File: src/rtl/emern_video_pkg.sv
// emern_video_pkg: 640x480@60 timing defaults, pixel packing and the colour-bar function.
package emern_video_pkg;
  localparam int DEF_H_ACTIVE = 640;
  localparam int DEF_H_FP = 16;
  localparam int DEF_H_SYNC = 96;
  localparam int DEF_H_BP = 48;
  localparam int DEF_V_ACTIVE = 480;
  localparam int DEF_V_FP = 10;
  localparam int DEF_V_SYNC = 2;
  localparam int DEF_V_BP = 33;
  localparam bit SYNC_ACTIVE_LOW = 1'b0;
  localparam int MAX_BPC = 4;
  typedef struct packed {
    logic [MAX_BPC-1:0] r;
    logic [MAX_BPC-1:0] g;
    logic [MAX_BPC-1:0] b;
  } pixel_t;
  // bar index k = c*8/h_active; its bits are the {r,g,b} on/off flags
  function automatic logic [2:0] bar_color(input int unsigned c, input int unsigned h_active);
    return 3'(c * 8 / h_active);
  endfunction
endpackage

File: src/rtl/emern_delay_line.sv
// emern_delay_line: DEPTH-stage shift register with async reset; DEPTH=0 is a wire.
module emern_delay_line #(
  parameter int WIDTH = 1,
  parameter int DEPTH = 1,
  parameter logic [WIDTH-1:0] RESET_VAL = '0
) (
  input  logic             clk,
  input  logic             rst,
  input  logic [WIDTH-1:0] d,
  output logic [WIDTH-1:0] q
);
  if (DEPTH == 0) begin : g_wire
    assign q = d;
  end else begin : g_sr
    logic [DEPTH-1:0][WIDTH-1:0] sr;
    logic [DEPTH:0][WIDTH-1:0] chain;
    assign chain = {sr, d};
    assign q = chain[DEPTH];
    always_ff @(posedge clk or posedge rst)
      if (rst) sr <= {DEPTH{RESET_VAL}};
      else sr <= chain[DEPTH-1:0];
  end
endmodule

File: src/rtl/emern_video_out.sv
// emern_video_out: raster counters, latency-aligned sync/blank/colour pad stage, vblank command window.
// Define EMERN_COLOR_BAR_EN to add test_en and an 8-bar test pattern.
module emern_video_out
  import emern_video_pkg::*;
#(
  parameter int H_ACTIVE = DEF_H_ACTIVE,
  parameter int H_FP = DEF_H_FP,
  parameter int H_SYNC = DEF_H_SYNC,
  parameter int H_BP = DEF_H_BP,
  parameter int V_ACTIVE = DEF_V_ACTIVE,
  parameter int V_FP = DEF_V_FP,
  parameter int V_SYNC = DEF_V_SYNC,
  parameter int V_BP = DEF_V_BP,
  parameter bit SYNC_POL = SYNC_ACTIVE_LOW,
  parameter int BPC = 2,
  parameter int PIPE_DEPTH = 2,
  localparam int H_TOTAL = H_ACTIVE + H_FP + H_SYNC + H_BP,
  localparam int V_TOTAL = V_ACTIVE + V_FP + V_SYNC + V_BP,
  localparam int CW_H = $clog2(H_TOTAL),
  localparam int CW_V = $clog2(V_TOTAL)
) (
  input  logic             clk,
  input  logic             rst,
`ifdef EMERN_COLOR_BAR_EN
  input  logic             test_en,
`endif
  input  logic [3*BPC-1:0] pixel_in,
  output logic [CW_V-1:0]  row,
  output logic [CW_H-1:0]  col,
  output logic             frame_start,
  output logic             h_sync,
  output logic             v_sync,
  output logic [3*BPC-1:0] rgb_out,
  output logic             cmd_en,
  output logic             blank
);
  localparam logic [CW_H-1:0] H_LAST = CW_H'(H_TOTAL - 1);
  localparam logic [CW_H-1:0] H_ACT = CW_H'(H_ACTIVE);
  localparam logic [CW_H-1:0] HS_BEG = CW_H'(H_ACTIVE + H_FP);
  localparam logic [CW_H-1:0] HS_END = CW_H'(H_ACTIVE + H_FP + H_SYNC);
  localparam logic [CW_V-1:0] V_LAST = CW_V'(V_TOTAL - 1);
  localparam logic [CW_V-1:0] V_ACT = CW_V'(V_ACTIVE);
  localparam logic [CW_V-1:0] VS_BEG = CW_V'(V_ACTIVE + V_FP);
  localparam logic [CW_V-1:0] VS_END = CW_V'(V_ACTIVE + V_FP + V_SYNC);
  if (BPC < 1 || BPC > 4 || PIPE_DEPTH < 0 || PIPE_DEPTH > 8 ||
      H_ACTIVE < 1 || H_FP < 1 || H_SYNC < 1 || H_BP < 1 ||
      V_ACTIVE < 1 || V_FP < 1 || V_SYNC < 1 || V_BP < 1) begin : g_bad_params
    $error("emern_video_out: illegal parameter set");
  end
  logic h_wrap, v_wrap, act, hs, vs, act_d, hs_d, vs_d;
  logic [3*BPC-1:0] pix;
  assign h_wrap = col == H_LAST;
  assign v_wrap = row == V_LAST;
  assign act = col < H_ACT && row < V_ACT;
  assign hs = col >= HS_BEG && col < HS_END;
  assign vs = row >= VS_BEG && row < VS_END;
  always_ff @(posedge clk or posedge rst)
    if (rst) begin
      col <= '0;
      row <= '0;
      frame_start <= 1'b0;
      cmd_en <= 1'b0;
    end else begin
      col <= h_wrap ? '0 : col + CW_H'(1);
      if (h_wrap) row <= v_wrap ? '0 : row + CW_V'(1);
      frame_start <= h_wrap && v_wrap;
      cmd_en <= row >= V_ACT;
    end
  // reset value {act,hs,vs}=0 means blank with syncs deasserted, so stale data never escapes
  emern_delay_line #(.WIDTH(3), .DEPTH(PIPE_DEPTH), .RESET_VAL(3'b000)) u_sync_dly (
    .clk(clk),
    .rst(rst),
    .d({act, hs, vs}),
    .q({act_d, hs_d, vs_d})
  );
`ifdef EMERN_COLOR_BAR_EN
  logic [CW_H-1:0] col_d;
  logic test_d;
  logic [2:0] bar;
  emern_delay_line #(.WIDTH(CW_H + 1), .DEPTH(PIPE_DEPTH), .RESET_VAL('0)) u_bar_dly (
    .clk(clk),
    .rst(rst),
    .d({test_en, col}),
    .q({test_d, col_d})
  );
  assign bar = bar_color(32'(col_d), H_ACTIVE);
  assign pix = test_d ? {{BPC{bar[2]}}, {BPC{bar[1]}}, {BPC{bar[0]}}} : pixel_in;
`else
  assign pix = pixel_in;
`endif
  always_ff @(posedge clk or posedge rst)
    if (rst) begin
      rgb_out <= '0;
      blank <= 1'b1;
      h_sync <= ~SYNC_POL;
      v_sync <= ~SYNC_POL;
    end else begin
      rgb_out <= act_d ? pix : '0;
      blank <= ~act_d;
      h_sync <= hs_d ? SYNC_POL : ~SYNC_POL;
      v_sync <= vs_d ? SYNC_POL : ~SYNC_POL;
    end
endmodule

File: config.mk
export PLATFORM = sky130hd
export DESIGN_NAME = emern_video_out
export DESIGN_NICKNAME = d
export VERILOG_FILES = /design/src/rtl/emern_video_pkg.sv /design/src/rtl/emern_delay_line.sv /design/src/rtl/emern_video_out.sv
export SDC_FILE = /design/constraint.sdc
export NUM_CORES = 1
export LEC_CHECK = 0
export CAP_MARGIN = 0
export CORE_UTILIZATION = 30
export CTS_CLUSTER_SIZE = 16
export DETAILED_ROUTE_END_ITERATION = 7
export HOLD_SLACK_MARGIN = 0.08
export SYNTH_ARGS = -nofsm -noshare
export SYNTH_HDL_FRONTEND = slang
export SYNTH_SLANG_ARGS = --single-unit
File: constraint.sdc
create_clock -name clk -period 3.58 [get_ports clk]
set_input_delay 0.358 -clock clk [delete_from_list [all_inputs] [get_ports clk]]
set_output_delay 0.358 -clock clk [all_outputs]
set_load 0.01 [all_outputs]
==> reports/metrics.csv <==
metric,value,unit
Post-Syn Area,1630,sq um
Hold Path Depth,0,
post-CTS setup buffers,0,
IO Pins,39,
share of cells above drive strength 1,0.136,
buffers added on ports,38,
period utilisation layout,0.570,
largest net degree at the start of global routing,38,
final hold vios,0,
hpwl dp,2260,um
Max Slew Vio Count,0,
switching pwr,0.000153,W
fmax,0.490,GHz
WS Path Type,reg2reg,
RSZ-0062 raised after global routing,no,
die area,5740,sq um
row cnt,26,
max_cap viols,0,
H-tree depth,2,
worst IR drop on VDD,0.223,mV
CTS Root Cell,clkbuf_8,
final wirelength,3160,um
CTS sink count,37,
setup TNS,0,ns
clock skew,0.00740,ns
Seq pwr share,0.530,
Max-slew headroom,0.528,
sequential-to-total area share from yosys stat,0.569,
Sw Share,0.192,
post-route ant nets,0,
Fill cells,486,
P&R area growth vs syn,34.6,%
Worst Reg-to-Reg Cells,5,
Pint,0.000643,W
vias per inst,4.45,
Util after Layout,0.425,
Clk network pwr share,0.435,
most frequent cells in the layout,"clkdlybuf4s50_1, dfrtp_1, inv_1, nor2_1, xnor2_1",
Placed Instance Area,2090,sq um
Initial Util,0.316,
Die Wd,75.8,um
CP Launch Type,flip-flop,
1st-pass router iterations,6,
ANT cells,0,
Min Hold Slack,0.351,ns
Synth Instances,131,
post-cts sizing count,0,
vias post-DR,1094,
Yosys warning count,0,
Final min period,2.04,ns
DRC violations left,0,
Post-synth EDFFs,0,
setup violators final,0,
GPL Wtd Cong,0.753,
gr ovfl total,0,
CP max FO,11,
worst-margin pin slew,0.704,ns
Clock Pin Slew Worst Setup and Hold Paths,0.07,ns
CTS buffer count,5,
syn nets,144,
HP Class,reg2reg,
number of global-route vias before repair,1057,
Final Cell Area,2200,sq um
Global Route Usage Sum,0.128,
first-iteration detailed-routing DRC count,30,
"Async S/R FF share, synth",1.00,
Logic pwr share,0.034,
Setup crit end kind,flip-flop,
Pwr Total,0.000796,W
Leak,0.977,nW
core area,5170,sq um
status,"finished, final reports clean",
Die Ht,75.8,um
WP data required,3.74,ns
WL/cell,12.8,um
#FFs+latches synth,37,
initial antenna violation count,0,
Nets,188,
CTS max path bufs,2,
Worst Path Arrival,2.20,ns
CTS Hold Bufs,0,
CTS tree,yes,
"Primary FF master, synth",dfrtp_1,
Clock Latency Late Sink,0.28,ns
syn avg cell area,12.5,sq um
"leading cell type in the layout, fill and taps excluded",clkdlybuf4s50_1,
first-pass GRT wire length,5330,um
synth unique cells,35,
PwrDens,362,nW/um^2
final cells by class:
cell class	count	area [sq um]	share of cell area
Sequential cell	37	930	0.423
Multi-Input combinational cell	82	647	0.294
Timing Repair Buffer	39	388	0.177
Tap cell	70	87.6	0.0399
Clock buffer	6	72.6	0.0330
Inverter	10	37.5	0.0171
Clock inverter	2	35.0	0.0159
critical path: stages (launching register included):
cell and delay (ns):
dfrtp_1 0.45, ha_1 0.27, nand3_2 0.21, nor3_2 0.60, nand4_2 0.22, xnor2_2 0.17
power by group through the flow:
stage	clock (W)	combinational, W	sequential [W]
2_1_floorplan	0	0.00000839	0.000432
3_3_place_gp	0	0.0000278	0.000430
3_5_place_dp	0	0.0000281	0.000430
4_1_cts	0.000359	0.0000283	0.000422
5_1_grt	0.000373	0.0000312	0.000422
6_report	0.000346	0.0000272	0.000422
per-layer routing:
metal / share of wire / global-route usage / up-vias
met5: 0 / 0 / -
met4: 0.013 / 0.0432 / 0
met3: 0.041 / 0.0370 / 4
met2: 0.50 / 0.204 / 26
met1: 0.45 / 0.166 / 528
li1: - / - / 536
sequential cells by signal, indices dropped and copies added (netlist names):
register	count
blank	1
cmd_en	1
col	10
frame_start	1
h_sync	1
rgb_out	6
row	10
u_sync_dly.g_sr.chain	3
u_sync_dly.q	3
v_sync	1
per-stage QoR:
stage / std cells / setup WS [ns]
finish: 246 / 1.54
global route: 246 / 1.26
CTS: 246 / 1.52
detailed placement: 238 / 1.55
global placement: 238 / 1.65
floorplan: 131 / 1.99
worst paths after layout:
| kind | end | slack, ns | from |
|---|---|---|---|
| worst min-delay path | u_sync_dly.q[0]$_DFF_PP0_ | 0.35 | u_sync_dly.g_sr.chain[3]$_DFF_PP0_ |
| max in group asynchronous | h_sync$_DFF_PP1_ | 2.75 | rst |
| min in group asynchronous | cmd_en$_DFF_PP0_ | 0.48 | rst |
| worst max-delay path | row[8]$_DFFE_PP0N_ | 1.54 | col[0]$_DFF_PP0_ |
| worst max register to register | row[8]$_DFFE_PP0N_ | 1.54 | col[0]$_DFF_PP0_ |
| worst min register to register | u_sync_dly.q[0]$_DFF_PP0_ | 0.35 | u_sync_dly.g_sr.chain[3]$_DFF_PP0_ |
cells in the mapped netlist (2+ instances only):
cell type | number | share of area
o21a_1 | 2 | 0.0092
and2_1 | 6 | 0.023
xnor2_1 | 8 | 0.043
nor4_2 | 2 | 0.015
xor2_1 | 4 | 0.021
nand3_2 | 2 | 0.012
nor3_2 | 2 | 0.012
nand2_1 | 2 | 0.0046
nor4b_1 | 2 | 0.011
nor2_1 | 10 | 0.023
ha_1 | 5 | 0.038
nand4_1 | 5 | 0.019
dfstp_2 | 3 | 0.048
dfrtp_1 | 34 | 0.52
o21ai_0 | 5 | 0.015
nor4_4 | 2 | 0.026
nand3_1 | 6 | 0.018
inv_1 | 10 | 0.023
nor2b_1 | 2 | 0.0077
and3_1 | 4 | 0.015
cell families (layout without fill, tap and decap cells):
logic type / Yosys count / count (layout) / share of synthesized area
buf+inv: 12 / 57 / 0.0345
simple gates: 53 / 53 / 0.240
flops: 37 / 37 / 0.569
fa+ha+maj: 5 / 5 / 0.0383
xor+xnor: 13 / 13 / 0.0743
compound gates: 11 / 11 / 0.0437
Power figures use the tool's default switching activity.
